==> src/rtl/ram_access_ctrl_pkg.sv <==
// ram_access_ctrl_pkg: phase encodings, requester indices and width defaults for the sample RAM controller
package ram_access_ctrl_pkg;
  localparam int ADDR_W_DEF = 12;
  localparam int PHASE_W_DEF = 3;
  localparam int REQ_LD = 0;
  localparam int REQ_SGD = 1;
  localparam int REQ_WB = 2;
  typedef enum logic [2:0] {
    PH_IDLE  = 3'd0,
    PH_LOAD  = 3'd1,
    PH_TRAIN = 3'd2,
    PH_FLUSH = 3'd3,
    PH_DONE  = 3'd4
  } phase_e;
endpackage

==> src/rtl/ram_access_ctrl_if.sv <==
// ram_access_ctrl_if: requester handshakes, RAM strobes and phase status of the sample RAM controller
interface ram_access_ctrl_if
  import ram_access_ctrl_pkg::*;
#(
  parameter int ADDR_WIDTH = ADDR_W_DEF,
  parameter int PHASE_W = PHASE_W_DEF
);
  logic start;
  logic [ADDR_WIDTH-1:0] data_points;
  logic ld_req, ld_gnt, sgd_req, sgd_gnt, wb_req, wb_gnt, sgd_done;
  logic [ADDR_WIDTH-1:0] ld_addr, sgd_addr, wb_addr, ram_addr;
  logic ram_we, ram_oe, ld_en, sgd_en, err;
  logic [PHASE_W-1:0] phase;
  modport slave (
    input start, data_points, ld_req, ld_addr, sgd_req, sgd_addr, wb_req, wb_addr, sgd_done,
    output ld_gnt, sgd_gnt, wb_gnt, ram_addr, ram_we, ram_oe, ld_en, sgd_en, phase, err
  );
  modport master (
    output start, data_points, ld_req, ld_addr, sgd_req, sgd_addr, wb_req, wb_addr, sgd_done,
    input ld_gnt, sgd_gnt, wb_gnt, ram_addr, ram_we, ram_oe, ld_en, sgd_en, phase, err
  );
endinterface

==> src/rtl/ram_access_ctrl_rr_arb2.sv <==
// ram_rr_arb2: two-way alternating arbiter between SGD reads (a) and writebacks (b)
module ram_rr_arb2 (
  input  logic clk,
  input  logic rst_n,
  input  logic en,
  input  logic clr,
  input  logic req_a,
  input  logic req_b,
  output logic gnt_a,
  output logic gnt_b
);
  // alt_q remembers whether b won last; cleared so b wins the first contest
  logic alt_q;
  assign gnt_b = en && req_b && (!req_a || !alt_q);
  assign gnt_a = en && req_a && (!req_b || alt_q);
  always_ff @(posedge clk or negedge rst_n)
    if (!rst_n) alt_q <= 1'b0;
    else if (clr) alt_q <= 1'b0;
    else if (gnt_a || gnt_b) alt_q <= gnt_b;
endmodule

==> src/rtl/ram_access_ctrl.sv <==
// ram_access_ctrl: phase FSM and one-grant-per-cycle arbiter for the shared sample RAM
module ram_access_ctrl
  import ram_access_ctrl_pkg::*;
#(
  parameter int ADDR_WIDTH = ADDR_W_DEF,
  parameter int PHASE_W = PHASE_W_DEF
) (
  input logic CLK,
  input logic RST,
  ram_access_ctrl_if.slave bus
);
  phase_e state_q, state_d;
  logic [ADDR_WIDTH:0] cnt_q, cnt_d;
  logic [ADDR_WIDTH-1:0] dp_q, dp_d, addr_q, addr_d;
  logic [2:0] gnt_q, gnt_d;
  logic we_q, we_d, oe_q, oe_d, err_q, err_d, ld_en_q, sgd_en_q;
  logic load_full, ld_in, arb_sgd, arb_wb;
  assign load_full = cnt_q == {1'b0, dp_q};
  assign ld_in = bus.ld_addr < dp_q;
  ram_rr_arb2 u_arb (
    .clk  (CLK),
    .rst_n(RST),
    .en   (state_q == PH_TRAIN && !bus.sgd_done),
    .clr  (state_q != PH_TRAIN),
    .req_a(bus.sgd_req),
    .req_b(bus.wb_req),
    .gnt_a(arb_sgd),
    .gnt_b(arb_wb)
  );
  always_ff @(posedge CLK or negedge RST)
    if (!RST) state_q <= PH_IDLE;
    else state_q <= state_d;
  always_comb begin
    state_d = state_q;
    case (state_q)
      PH_IDLE, PH_DONE: if (bus.start && bus.data_points != '0) state_d = PH_LOAD;
      PH_LOAD: if (load_full) state_d = PH_TRAIN;
      PH_TRAIN: if (bus.sgd_done) state_d = PH_FLUSH;
      PH_FLUSH: if (!bus.wb_req) state_d = PH_DONE;
      default: state_d = PH_IDLE;
    endcase
  end
  always_comb begin
    gnt_d = '0;
    we_d = 1'b0;
    oe_d = 1'b0;
    addr_d = addr_q;
    err_d = err_q;
    dp_d = dp_q;
    cnt_d = cnt_q;
    case (state_q)
      PH_IDLE, PH_DONE: if (bus.start) begin
        err_d = bus.data_points == '0;
        if (bus.data_points != '0) begin
          dp_d = bus.data_points;
          cnt_d = '0;
        end
      end
      PH_LOAD: if (bus.ld_req && !load_full) begin
        // out-of-range writes are still granted so the loader never stalls
        gnt_d[REQ_LD] = 1'b1;
        addr_d = bus.ld_addr;
        we_d = ld_in;
        err_d = err_q || !ld_in;
        if (ld_in) cnt_d = cnt_q + 1'b1;
      end
      PH_TRAIN: begin
        err_d = err_q || bus.ld_req;
        if (arb_sgd) begin
          gnt_d[REQ_SGD] = 1'b1;
          addr_d = bus.sgd_addr;
          oe_d = 1'b1;
        end else if (arb_wb) begin
          gnt_d[REQ_WB] = 1'b1;
          addr_d = bus.wb_addr;
          we_d = 1'b1;
        end
      end
      PH_FLUSH: if (bus.wb_req) begin
        gnt_d[REQ_WB] = 1'b1;
        addr_d = bus.wb_addr;
        we_d = 1'b1;
      end
      default: ;
    endcase
  end
  always_ff @(posedge CLK or negedge RST)
    if (!RST) begin
      gnt_q <= '0;
      we_q <= 1'b0;
      oe_q <= 1'b0;
      addr_q <= '0;
      err_q <= 1'b0;
      dp_q <= '0;
      cnt_q <= '0;
      ld_en_q <= 1'b0;
      sgd_en_q <= 1'b0;
    end else begin
      gnt_q <= gnt_d;
      we_q <= we_d;
      oe_q <= oe_d;
      addr_q <= addr_d;
      err_q <= err_d;
      dp_q <= dp_d;
      cnt_q <= cnt_d;
      ld_en_q <= state_d == PH_LOAD;
      sgd_en_q <= state_d == PH_TRAIN || state_d == PH_FLUSH;
    end
  assign bus.ld_gnt = gnt_q[REQ_LD];
  assign bus.sgd_gnt = gnt_q[REQ_SGD];
  assign bus.wb_gnt = gnt_q[REQ_WB];
  assign bus.ram_we = we_q;
  assign bus.ram_oe = oe_q;
  assign bus.ram_addr = addr_q;
  assign bus.err = err_q;
  assign bus.ld_en = ld_en_q;
  assign bus.sgd_en = sgd_en_q;
  assign bus.phase = PHASE_W'(state_q);
endmodule

==> src/flat_wrapper.sv <==
// flat-port wrapper written by rule: the top's interface ports become plain ports
module ram_access_ctrl_flat import ram_access_ctrl_pkg::*;
#(
  parameter int ADDR_WIDTH = ADDR_W_DEF,
  parameter int PHASE_W = PHASE_W_DEF
)
  (CLK, RST, bus_start, bus_data_points, bus_ld_req, bus_ld_addr, bus_sgd_req, bus_sgd_addr, bus_wb_req, bus_wb_addr, bus_sgd_done, bus_ld_gnt, bus_sgd_gnt, bus_wb_gnt, bus_ram_addr, bus_ram_we, bus_ram_oe, bus_ld_en, bus_sgd_en, bus_phase, bus_err);
  ram_access_ctrl_if #(.ADDR_WIDTH(ADDR_WIDTH), .PHASE_W(PHASE_W)) bus_i ();
  input logic CLK;
  input logic RST;
  input wire logic [$bits(bus_i.start)-1:0] bus_start;
  input wire logic [$bits(bus_i.data_points)-1:0] bus_data_points;
  input wire logic [$bits(bus_i.ld_req)-1:0] bus_ld_req;
  input wire logic [$bits(bus_i.ld_addr)-1:0] bus_ld_addr;
  input wire logic [$bits(bus_i.sgd_req)-1:0] bus_sgd_req;
  input wire logic [$bits(bus_i.sgd_addr)-1:0] bus_sgd_addr;
  input wire logic [$bits(bus_i.wb_req)-1:0] bus_wb_req;
  input wire logic [$bits(bus_i.wb_addr)-1:0] bus_wb_addr;
  input wire logic [$bits(bus_i.sgd_done)-1:0] bus_sgd_done;
  output wire logic [$bits(bus_i.ld_gnt)-1:0] bus_ld_gnt;
  output wire logic [$bits(bus_i.sgd_gnt)-1:0] bus_sgd_gnt;
  output wire logic [$bits(bus_i.wb_gnt)-1:0] bus_wb_gnt;
  output wire logic [$bits(bus_i.ram_addr)-1:0] bus_ram_addr;
  output wire logic [$bits(bus_i.ram_we)-1:0] bus_ram_we;
  output wire logic [$bits(bus_i.ram_oe)-1:0] bus_ram_oe;
  output wire logic [$bits(bus_i.ld_en)-1:0] bus_ld_en;
  output wire logic [$bits(bus_i.sgd_en)-1:0] bus_sgd_en;
  output wire logic [$bits(bus_i.phase)-1:0] bus_phase;
  output wire logic [$bits(bus_i.err)-1:0] bus_err;
  assign bus_i.start = bus_start;
  assign bus_i.data_points = bus_data_points;
  assign bus_i.ld_req = bus_ld_req;
  assign bus_i.ld_addr = bus_ld_addr;
  assign bus_i.sgd_req = bus_sgd_req;
  assign bus_i.sgd_addr = bus_sgd_addr;
  assign bus_i.wb_req = bus_wb_req;
  assign bus_i.wb_addr = bus_wb_addr;
  assign bus_i.sgd_done = bus_sgd_done;
  assign bus_ld_gnt = bus_i.ld_gnt;
  assign bus_sgd_gnt = bus_i.sgd_gnt;
  assign bus_wb_gnt = bus_i.wb_gnt;
  assign bus_ram_addr = bus_i.ram_addr;
  assign bus_ram_we = bus_i.ram_we;
  assign bus_ram_oe = bus_i.ram_oe;
  assign bus_ld_en = bus_i.ld_en;
  assign bus_sgd_en = bus_i.sgd_en;
  assign bus_phase = bus_i.phase;
  assign bus_err = bus_i.err;
  ram_access_ctrl #(.ADDR_WIDTH(ADDR_WIDTH), .PHASE_W(PHASE_W)) u_core (.CLK(CLK), .RST(RST), .bus(bus_i));
endmodule
==> config.mk <==
export PLATFORM = sky130hd
export DESIGN_NAME = ram_access_ctrl_flat
export DESIGN_NICKNAME = d
export VERILOG_FILES = /design/src/rtl/ram_access_ctrl_pkg.sv /design/src/rtl/ram_access_ctrl_if.sv /design/src/rtl/ram_access_ctrl_rr_arb2.sv /design/src/rtl/ram_access_ctrl.sv /design/src/flat_wrapper.sv
export SDC_FILE = /design/constraint.sdc
export NUM_CORES = 1
export LEC_CHECK = 0
export BUFFER_PORTS_ARGS = -buffer_cell sky130_fd_sc_hd__buf_2
export CORE_MARGIN = 8
export CORE_UTILIZATION = 52
export DETAILED_ROUTE_END_ITERATION = 12
export GPL_TIMING_DRIVEN = 1
export PLACE_DENSITY = 0.8
export SYNTH_ARGS = -nofsm -noshare
export SYNTH_HDL_FRONTEND = slang
export SYNTH_SLANG_ARGS = --single-unit
==> constraint.sdc <==
create_clock -name CLK -period 2.84 [get_ports CLK]
set_input_delay 0 -clock CLK [delete_from_list [all_inputs] [get_ports CLK]]
set_output_delay 0 -clock CLK [all_outputs]
set_load 0.02 [all_outputs]
Word-level counts from Yosys, hierarchy flattened. Index checks and enable logic that the tools add are counted.

Add/sub/neg operators: 1. Magnitude comparators: 1. Eq/ne operators: 15. Muxes and demuxes: 30. Reduce and logical (&&, ||, !) cells: 31.

Operators by type and width (number): $mux 13 (4); $mux 12 (4); $pmux 12 s3 (1); $pmux 13 s2 (1); $add 13x1->13 const B (1); $eq 13x12->1 (1); $eq 3x2->1 const B (4); $logic_not 12->1 (1); $lt 12x12->1 (1); $mux 1 (12); $mux 3 (4); $pmux 3 s4 (1); $reduce_bool 12->1 (1); $logic_and 1x1->1 (7); $eq 3x1->1 const B (2); $logic_not 1->1 (6); $logic_or 1x1->1 (6); $ne 2x1->1 const B (3); $pmux 1 s3 (2); $reduce_and 3->1 (2); $reduce_bool 3->1 (2); $reduce_and 5->1 (1); $ne 2x2->1 const B (2); $reduce_and 4->1 (1); 7 further kinds (8).

Flip-flop bits (word level): 49. Input bits: 55. Output and inout port bits: 23. Word-level logic and storage cells: 89.

Longest topological paths before layout. Gate-level depths: netlist (run 1).

Depth after elaboration: 7. Gate-level depth with buffers: 9. Depth with buffers taken out: 8.

By module. Synthesis (run 1) repeated with hierarchy kept, for this count alone.

Cell total of the unflattened synthesis: 300. Area total of the unflattened synthesis: 2885.3 µm².

Modules (own cells, without submodules): ram_access_ctrl (instances 1, cells an instance 291, area each 2817.7 µm²); ram_rr_arb2 (instances 1, cells an instance 9, area each 67.6 µm²).

Worst setup path after synthesis (run 1). Ideal clock, no wire load.

Path type: flip-flop to flip-flop. Start point: register u_core.dp_q[8]. End point: register u_core.cnt_q[11]. Setup time: 79 ps. Data arrival time: 1950 ps. Data required time: 2761 ps. Slack: 810 ps. Stages on the path, launching flop included: 10. Buffers on the path: 1. Clock period less this slack: 2030 ps. Path through: dfrtp_1 inv_1 ha_1 nand2_1 or3_1 o31a_1 and4_2 buf_2 nand4_1 mux2i_1.

Word-level cells in the longest chain between the ends: 5.

Ends and longest elaborated chain: start: declaration (RTL line ram_access_ctrl.sv:14) `logic [ADDR_WIDTH-1:0] dp_q, dp_d, addr_q, addr_d;`; start signal: assignment (RTL line ram_access_ctrl.sv:104) `dp_q <= dp_d;`; branches (longest 4 deep; another with $lt 12x12->1); $reduce_and 5->1 (no source line) (*); end signal: assignment (RTL line ram_access_ctrl.sv:105) `cnt_q <= cnt_d;`; end: declaration (RTL line ram_access_ctrl.sv:13) `logic [ADDR_WIDTH:0] cnt_q, cnt_d;`.

Every way passes the cells marked *. A chain may end at the register's enable or synchronous reset.

Worst setup path in the final report (run 1).
Start point: register u_core.dp_q[1]. End point: register u_core.cnt_q[10].

Same word-level chain as after synthesis.

==> summary by stage, run 1 <==
Status
The run finished with clean final reports.

Hold path
The kind of path behind the tightest hold check is in2reg. The start point of the worst min-delay path is bus_wb_addr[9].

Floorplanning
The floorplan step defined a core boundary enclosing 0.005140 mm2. The floorplan step set the die width to 89.40 um. The cell row count is 26.

The effective utilization at floorplan is 0.5450. The floorplan step defined a die boundary enclosing 0.007992 mm2. Measured along the y axis, the die boundary spans 89.40 um. The total I/O pin count is 78.

Clock tree
The clock root buffer master is sky130_fd_sc_hd__clkbuf_8. The clock input transition at the sequential cells of the worst setup and hold paths is 90 ps. TritonCTS created 5 clock buffers.

The clock net in this run drives a total of 48 sinks. The H-tree generated during clock tree synthesis spans 2 levels. The clock tree from TritonCTS is yes.

The latest clock arrival within the worst-skew pair is 300 ps. The maximum root-to-sink buffer count is 2.

Global route
The number of antenna violations at the first check in global routing is 0. In the global route stage, overall resource usage came out at 0.2039. The number of global-route vias before repair is 2,570. Entering global routing, the biggest net connects 49 pins. Summed over all layers, the global routing overflow is 0. The first global-routing pass estimated 12.49 mm of wire.

Setup path
The critical setup path kind is reg2reg. For the worst setup path, the data arrival time is 2570 ps. The kind of start point of the critical path is a register. The start point of the critical path is u_core.dp_q[1]. The critical register-to-register path startpoint is u_core.dp_q[1]. STA classifies the critical path endpoint as a register. The highest fanout seen on the critical path is 8. Data on the critical path is required at its endpoint by 3020 ps.

Timing
Setup repair after global routing left no endpoint under its margin. Headroom to the max-slew limit came out at 0.2979. The transition time of the tightest slew-check pin is 1053 ps.

The number of endpoints with negative hold slack in the final report was 0. The share of the clock period used by the worst path is 0.8430. The count of pins over their slew limit is 0. The setup TNS is 0 ps. The final setup skew is 6.930 ps. The count of endpoints failing setup in the final report is 0. The clock period minus final worst setup slack is 2394 ps.

Based on the critical path, the design can be clocked at up to 0.4177 GHz.

Detailed routing
The number of nets with antenna violations after detailed routing is 0. The final route contains 2,572 vias. After detailed routing, the number of vias per cell comes to 5.690.

Wires add up to 7.579 mm. The wire length per cell after detailed routing is 16.77 um. The first detailed-routing pass ran for 4 iterations. The number of DRC violations after detailed routing is 0.

The first-iteration detailed-routing DRC count is 155.

Synth
In the synthesized netlist the dominant register cell turns out to be sky130_fd_sc_hd__dfrtp_1. During synthesis, Yosys emitted a total of 0 warnings. Yosys attributes the largest share of cell area to sky130_fd_sc_hd__dfrtp_1 (43%), sky130_fd_sc_hd__nand2_1 (6.4%), sky130_fd_sc_hd__ha_1 (5.4%), sky130_fd_sc_hd__mux2_4 (5.4%), sky130_fd_sc_hd__xor2_1 (3.8%). Yosys mapped the design onto 52 distinct sky130hd cell types. The synthesized area divided by synthesized cell count is 9.561 um2. The count of mapped cells out of synthesis is 293.

Counting flops and latches in the post-synthesis netlist gives 48. The number of nets in the synthesized netlist is 360. The dominant cell type by area after synthesis is sky130_fd_sc_hd__dfrtp_1. The async set or reset register ratio after synthesis is 1.000. The netlist area before placement is 0.002801 mm2.

The share of the synthesized area in the top cell type is 0.4288. The count of flip-flops with a built-in enable after synthesis is 0. The share of the Yosys chip area taken by registers is 0.4288.

Power and ir drop
The portion of total power attributed to the clock network is 0.163. IR analysis of the VDD net gives a maximum drop of 0.5080 mV. The sequential share of power is 0.373. The net switching power is 1203 uW.

Of the total power, the share spent switching nets is 0.4016. Of the total power, combinational logic draws 0.465. The total leakage power is 0.001750 uW. The ratio of total power to cell area is 864.5 mW/mm2. The internal power consumption is 1792 uW.

Cells and area
The layout-stage area growth over the synthesis result is 23.67%. The finished cells cover 0.003465 mm2. The final net count is 448. The repair_antennas step left the layout with diodes totalling 0. The proportion of layout cells with a drive suffix above 1 is 0.2827.

Placement
The weighted congestion at the end of routability-driven global placement is 0.8795. The placement-stage cell area is 0.003227 mm2. The half-perimeter wire length of the detailed placement result is 5.598 mm. In this run the tool buffered the top-level ports with 77 buffer cells.

Job
The number of maximum-capacitance constraint violations is 0.
## layout make-up
class                   instances  area, um2
inverters                      13      48.80
flip-flops and latches         48       1201
clock inverters                 2      35.03
clock buffers                   6      72.57
well taps                      70      87.58
multi-input cells             219       1474
repair buffers                 94      545.5
fillers                       444       1675
## cell usage in the layout, fill, tap and decap left out, types with 3 or more instances in the layout
| cell type | count |
|---|---|
| sky130_fd_sc_hd__buf_2 | 77 |
| sky130_fd_sc_hd__nand2_1 | 48 |
| sky130_fd_sc_hd__dfrtp_1 | 48 |
| sky130_fd_sc_hd__a21oi_1 | 19 |
| sky130_fd_sc_hd__o21ai_0 | 14 |
| sky130_fd_sc_hd__inv_1 | 13 |
| sky130_fd_sc_hd__dlygate4sd3_1 | 13 |
| sky130_fd_sc_hd__xor2_1 | 12 |
| sky130_fd_sc_hd__a22oi_1 | 12 |
| sky130_fd_sc_hd__ha_1 | 12 |
| sky130_fd_sc_hd__nand3_1 | 10 |
| sky130_fd_sc_hd__mux2_4 | 10 |
| sky130_fd_sc_hd__nor2_1 | 9 |
| sky130_fd_sc_hd__and3_1 | 8 |
| sky130_fd_sc_hd__nand2b_1 | 6 |
| sky130_fd_sc_hd__nor3_1 | 6 |
| sky130_fd_sc_hd__nor4_1 | 5 |
| sky130_fd_sc_hd__clkbuf_8 | 5 |
| sky130_fd_sc_hd__buf_4 | 4 |
| sky130_fd_sc_hd__mux2i_1 | 3 |
| sky130_fd_sc_hd__a31oi_1 | 3 |
| sky130_fd_sc_hd__a22o_1 | 3 |
## critical path, cell delays in order, from the launching register on
cell and delay, ps:
sky130_fd_sc_hd__dfrtp_1 400, sky130_fd_sc_hd__inv_1 90, sky130_fd_sc_hd__ha_1 230, sky130_fd_sc_hd__a2111oi_0 380
sky130_fd_sc_hd__o31a_1 260, sky130_fd_sc_hd__nand4_1 340, sky130_fd_sc_hd__o311ai_0 430, sky130_fd_sc_hd__o41ai_1 130
## state kept, by name (all words and copies together) (netlist names)
| name | flops |
|---|---|
| u_core.bus.err | 1 |
| u_core.bus.ld_en | 1 |
| u_core.bus.phase | 3 |
| u_core.bus.ram_addr | 12 |
| u_core.bus.ram_we | 1 |
| u_core.bus.sgd_en | 1 |
| u_core.cnt_q | 13 |
| u_core.dp_q | 12 |
| u_core.gnt_q | 3 |
| u_core.u_arb.alt_q | 1 |
## cell usage after synthesis, types with 2 or more instances
cell type and instances:
sky130_fd_sc_hd__a22oi_1 12, sky130_fd_sc_hd__nor3b_1 2, sky130_fd_sc_hd__inv_1 13, sky130_fd_sc_hd__buf_2 2, sky130_fd_sc_hd__and3_1 8, sky130_fd_sc_hd__nor2b_1 2, sky130_fd_sc_hd__mux2_4 10, sky130_fd_sc_hd__xor2_1 12
sky130_fd_sc_hd__mux2i_1 3, sky130_fd_sc_hd__nand3_1 10, sky130_fd_sc_hd__nand4_1 2, sky130_fd_sc_hd__nand2b_1 6, sky130_fd_sc_hd__nor4_1 5, sky130_fd_sc_hd__nor2_1 9, sky130_fd_sc_hd__or3_1 2, sky130_fd_sc_hd__o22ai_1 2
sky130_fd_sc_hd__ha_1 12, sky130_fd_sc_hd__o21ai_0 14, sky130_fd_sc_hd__o21a_1 2, sky130_fd_sc_hd__a21oi_1 19, sky130_fd_sc_hd__dfrtp_1 48, sky130_fd_sc_hd__nand2_1 48, sky130_fd_sc_hd__o211ai_1 2, sky130_fd_sc_hd__xnor2_1 2
sky130_fd_sc_hd__clkbuf_1 6, sky130_fd_sc_hd__mux2_2 2, sky130_fd_sc_hd__and3_2 2, sky130_fd_sc_hd__a31oi_1 3, sky130_fd_sc_hd__a22o_1 3, sky130_fd_sc_hd__nor3_1 6, sky130_fd_sc_hd__buf_6 3
## logic make-up after synthesis
| logic type | share of synthesized area |
|---|---|
| muxes | 0.07235 |
| xor gates and xnor gates | 0.04377 |
| adders and majority gates | 0.05359 |
| and+or+nand+nor | 0.1871 |
| AOI/OAI and AO/OA | 0.1693 |
| buffers and inverters | 0.04511 |
| DFF | 0.4288 |
## path summary, 6_finish.rpt
kind,slack [ps],cells after the start,endpoint
max,450,7,u_core.cnt_q[10]
max reg2reg,450,7,u_core.cnt_q[10]
min in group asynchronous,420,2,u_core.u_arb.alt_q
max in group asynchronous,1770,2,u_core.bus.ram_addr[6]
min,20,4,u_core.bus.ram_addr[9]
min reg2reg,480,1,u_core.cnt_q[12]
## metrics by stage
step	util	hold WS [ps]	total power [uW]	worst slack, ps	instances
after floorplan	-	-295.6	2107	810.5	293
after global placement	0.6278	218.9	2452	552.7	431
after detailed placement	0.6278	221.7	2495	467.5	431
after CTS	0.6741	5.355	3010	469.7	452
after global routing	0.6741	16.63	3205	255.4	452
final	0.6741	17.40	2995	445.8	452
## power by group through the flow
| stage | combinational, uW | clock [uW] | sequential [uW] |
|---|---|---|---|
| after detailed placement | 1370 | 0 | 1120 |
| after floorplan | 889 | 0 | 1220 |
| after global placement | 1330 | 0 | 1120 |
| after CTS | 1400 | 498 | 1110 |
| after global routing | 1540 | 520 | 1150 |
| final | 1390 | 487 | 1120 |
## layer usage
layer | up-vias | track usage | wire, um
met5 | - | 0 | 0
met2 | 121 | 0.3279 | 3632
met1 | 1212 | 0.2604 | 3231
li1 | 1228 | - | -
met4 | 0 | 0.08006 | 127
met3 | 11 | 0.04320 | 587
## timing repair
item | CTS | global route
resized for setup | 0 | 0
buffers inserted | 0 | 0
hold buffers | 13 | 0
hold endpoints to repair | 60 | 0
endpoints found under the setup margin | 0 | 0
Power figures use the tool's default switching activity.
==> run 2: changes to the inputs <==
- ABC_AREA: unset -> 1
- CORE_UTILIZATION: 52 -> 48
- PLACE_DENSITY: 0.8 -> 0.76
- clock period: 2.84 -> 2.2 ns (I/O delays scaled with it)
==> summary by stage, run 2 <==
Setup path
The highest fanout seen on the critical path is 12 (was 8). The worst path required time is 2450 ps (was 3020 ps). The critical path arrival came to 2130 ps (was 2570 ps).

The kind of start point of the critical path is a register (unchanged). The start point of the critical path is u_core.cnt_q[5] (was u_core.dp_q[1]). The endpoint class of the critical path is a register (unchanged). The critical register-to-register path startpoint was u_core.cnt_q[5] (was u_core.dp_q[1]). The critical setup path kind was reg2reg (unchanged).

Timing
The count of pins over their slew limit is 0 (unchanged). Setup repair after global routing missed its margin: false (unchanged). The minimum setup slack in the final design was 312.6 ps (was 445.8 ps). The transition time of the tightest slew-check pin came to 592.0 ps (was 1053 ps). The share of the clock period used by the worst path is 0.8579 (was 0.8430). The maximum clock frequency is 0.5298 GHz (was 0.4177 GHz).

The clock period minus final worst setup slack is 1887 ps (was 2394 ps). The setup TNS is 0 ps (unchanged). The relative max-transition margin is 0.6049 (was 0.2979). The count of endpoints failing setup in the final report is 0 (unchanged). The number of endpoints with negative hold slack in the final report came to 0 (unchanged).

The final setup skew is 1.939 ps (was 6.930 ps).

Placement
The placement-stage cell area is 0.003471 mm2 (was 0.003227 mm2). The weighted congestion at the end of routability-driven global placement is 0.9320 (was 0.8795). The half-perimeter wire length of the detailed placement result is 6.539 mm (was 5.598 mm). The number of placed instances with taps included came to 578 (was 431).

The count of buffers from port buffering is 77 (unchanged). The post-placement worst setup slack is 269.7 ps (was 467.5 ps).

Synth
Most frequent cells after synthesis: sky130_fd_sc_hd__nand2_1 (181), sky130_fd_sc_hd__dfrtp_1 (48), sky130_fd_sc_hd__inv_1 (46), sky130_fd_sc_hd__nand3_1 (46), sky130_fd_sc_hd__nor2_1 (23) (was sky130_fd_sc_hd__dfrtp_1 (48), sky130_fd_sc_hd__nand2_1 (48), sky130_fd_sc_hd__a21oi_1 (19)). The sequential-to-total area share from yosys stat is 0.3910 (was 0.4288). Leading post-synthesis cells by cell area: sky130_fd_sc_hd__dfrtp_1 (39%), sky130_fd_sc_hd__nand2_1 (22%), sky130_fd_sc_hd__nand3_1 (7.5%), sky130_fd_sc_hd__inv_1 (5.6%), sky130_fd_sc_hd__ha_1 (4.9%) (was sky130_fd_sc_hd__dfrtp_1 (43%), sky130_fd_sc_hd__nand2_1 (6.4%), sky130_fd_sc_hd__ha_1 (5.4%), sky130_fd_sc_hd__mux2_4 (5.4%), sky130_fd_sc_hd__xor2_1 (3.8%)). The async set or reset register ratio after synthesis is 1.000 (unchanged). The synthesized area divided by synthesized cell count came to 7.061 um2 (was 9.561 um2). The synthesis-stage register bit count is 48 (unchanged). The synthesized net count is 502 (was 360). The share of the synthesized area in the top cell type was 0.3910 (was 0.4288). The number of distinct library cell variants in the gate-level netlist after synthesis was 31 (was 52). The count of flip-flops with a built-in enable after synthesis is 0 (unchanged). The total of warnings raised by yosys is 0 (unchanged).

The netlist area before placement is 0.003072 mm2 (was 0.002801 mm2). The count of mapped cells out of synthesis is 435 (was 293). The dominant cell type by area after synthesis is sky130_fd_sc_hd__dfrtp_1 (unchanged).

The most frequent cell after synthesis is sky130_fd_sc_hd__nand2_1. The leading register cell type out of synthesis is sky130_fd_sc_hd__dfrtp_1 (unchanged).

Detailed routing
The first-pass iteration count of the detailed router is 4 (unchanged). The number of nets with antenna violations after detailed routing is 0 (unchanged). The number of vias per cell after detailed routing was 5.115 (was 5.690). The final wirelength came to 8.424 mm (was 7.579 mm).

The first-iteration detailed-routing DRC count is 182 (was 155). The number of vias after detailed routing is 3,069 (was 2,572). The wire length per cell after detailed routing is 14.04 um (was 16.77 um). The number of DRC violations after detailed routing is 0 (unchanged).

Global route
The overall overflow remaining after global route is 0 (unchanged). The total routing usage reported by global routing came to 0.1922 (was 0.2039). The maximum number of pins on one net before global-route repair came to 26 (was 49).

The number of antenna violations at the first check in global routing came to 0 (unchanged). The number of global-route vias before repair is 2,994 (was 2,570). The global-route wire length before repair is 14.02 mm (was 12.49 mm).

Power and ir drop
The portion of total power attributed to the clock network was 0.143 (was 0.163). The fraction of power spent switching nets came to 0.4630 (was 0.4016). The net switching power is 1794 uW (was 1203 uW).

The worst ir drop on vdd came to 0.5905 mV (was 0.5080 mV). The total leakage power was 0.002046 uW (was 0.001750 uW). The fraction of power consumed by combinational cells came to 0.492 (was 0.465). The sequential share of power is 0.364 (was 0.373). The ratio of total power to cell area is 1044 mW/mm2 (was 864.5 mW/mm2). The internal power consumption is 2081 uW (was 1792 uW).

Clock tree
The number of clock sinks seen by CTS is 48 (unchanged). The clock input transition at the sequential cells of the worst setup and hold paths is 90 ps (about the same). The latest clock arrival within the worst-skew pair is 300 ps (about the same). The number of levels the H-tree was split into is 2 (unchanged). The number of buffers added for setup after CTS is 0 (unchanged). The number of buffers created by CTS was 5 (unchanged). The clock tree from TritonCTS is yes (unchanged). The maximum root-to-sink buffer count is 2 (unchanged).

The clock root buffer master was sky130_fd_sc_hd__clkbuf_8 (unchanged).

Floorplanning
The floorplan die area is 0.009215 mm2 (was 0.007992 mm2). The die span in x is 96.00 um (was 89.40 um). The die height came to 96.00 um (was 89.40 um).

The total I/O pin count is 78 (unchanged). The effective utilization at floorplan came to 0.4893 (was 0.5450). The cell row count came to 29 (was 26). The area of the core came to 0.006277 mm2 (was 0.005140 mm2).

Cells and area
The number of flip-flops in the largest register is 13 (unchanged). The cell area after layout is 0.003714 mm2 (was 0.003465 mm2). The final net count is 589 (was 448). The area taken by multi-input logic gates came to 0.001590 mm2 (was 0.001474 mm2). The filler-free cell count of the finished design came to 600 (was 452).

The layout-stage area growth over the synthesis result is 20.90% (was 23.67%). The register containing the most flip-flops in the final layout is u_core.cnt_q (unchanged). The most common cell after layout, fill and taps aside is sky130_fd_sc_hd__nand2_1 (was sky130_fd_sc_hd__buf_2). The number of filler cells placed in the layout is 585 (was 444). The proportion of layout cells with a drive suffix above 1 is 0.2027 (was 0.2827). The antenna diode count is 0 (unchanged). Highest-count cells in the layout ignoring fill and taps: sky130_fd_sc_hd__nand2_1 (181), sky130_fd_sc_hd__buf_2 (77), sky130_fd_sc_hd__dfrtp_1 (48) (was sky130_fd_sc_hd__buf_2 (77), sky130_fd_sc_hd__nand2_1 (48), sky130_fd_sc_hd__dfrtp_1 (48)). The area taken by flip-flops and latches is 0.001201 mm2 (unchanged).

Hold path
The start point of the worst min-delay path was bus_wb_addr[6] (was bus_wb_addr[9]). The kind of path behind the tightest hold check is in2reg (unchanged).

Job
The number of maximum-capacitance constraint violations is 0 (unchanged).

Status
Status: finished clean (unchanged).
run 2: timing repair:
item	4_1_cts	5_1_grt
hold buffers	14	0
hold endpoints to repair	36	0
resized for setup	0	1
setup endpoints to repair	0	1
run 2: worst paths after layout:
check                           slack, ps                       to  cells past startpoint
worst min register to register        470   u_core.bus.ram_addr[6]                      2
worst max-delay path                  310          u_core.cnt_q[4]                     11
worst max register to register        310          u_core.cnt_q[4]                     11
worst min-delay path                   30   u_core.bus.ram_addr[6]                      5
max in group asynchronous            1380          u_core.cnt_q[3]                      3
min in group asynchronous             210  u_core.bus.ram_addr[10]                      2
run 2: final cells by class:
| type | count | share of cell area |
|---|---|---|
| clock buffers | 7 | 0.02325 |
| clock inverters | 1 | 0.002022 |
| inverters | 51 | 0.05155 |
| multi-input cells | 323 | 0.4282 |
| flip-flops and latches | 48 | 0.3234 |
| well taps | 77 | 0.02594 |
| repair buffers | 93 | 0.1456 |
run 2: power by group through the flow:
stage | Sequential [uW] | Combinational (uW) | Clock, uW
6_report | 1410 | 1910 | 556
5_1_grt | 1460 | 2170 | 611
4_1_cts | 1410 | 1890 | 570
3_5_place_dp | 1430 | 1850 | 0
3_3_place_gp | 1410 | 1810 | 0
2_1_floorplan | 1560 | 1250 | 0
run 2: cells by family (layout without fill, tap and decap cells):
| group | after synthesis | after routing | synth area share |
|---|---|---|---|
| and+or+nand+nor | 280 | 280 | 0.3996 |
| buffers and inverters | 64 | 152 | 0.09409 |
| DFF | 48 | 48 | 0.3910 |
| AOI/OAI and AO/OA | 22 | 22 | 0.04073 |
| adders and majority gates | 12 | 12 | 0.04888 |
| xor gates and xnor gates | 9 | 9 | 0.02566 |
run 2: through the flow:
step	hold slack, ps	power (uW)	utilization
final	33.49	3875	0.5916
after global routing	51.86	4233	0.5916
after CTS	29.30	3871	0.5902
after detailed placement	26.60	3277	0.5529
after global placement	19.94	3224	0.5529
after floorplan	-295.6	2813	-
run 2: worst max-delay path, stage by stage, from the launching register on:
cell                       delay (ps)
sky130_fd_sc_hd__dfrtp_1          440
sky130_fd_sc_hd__inv_1            140
sky130_fd_sc_hd__nand2_1           70
sky130_fd_sc_hd__nand2_1           60
sky130_fd_sc_hd__nor2_1            40
sky130_fd_sc_hd__nand2_1           90
sky130_fd_sc_hd__nor2_2            50
sky130_fd_sc_hd__nand2_1          110
sky130_fd_sc_hd__nand2_1          120
sky130_fd_sc_hd__nor2_2           440
sky130_fd_sc_hd__nand3b_1         160
sky130_fd_sc_hd__nand2_1          100
run 2: metal layers:
metal | part of all wire | GRT usage | up-vias
met5 | 0 | 0 | -
met4 | 0.023 | 0.07298 | 0
met3 | 0.096 | 0.05070 | 17
met2 | 0.47 | 0.3201 | 107
met1 | 0.41 | 0.2317 | 1410
li1 | - | - | 1535
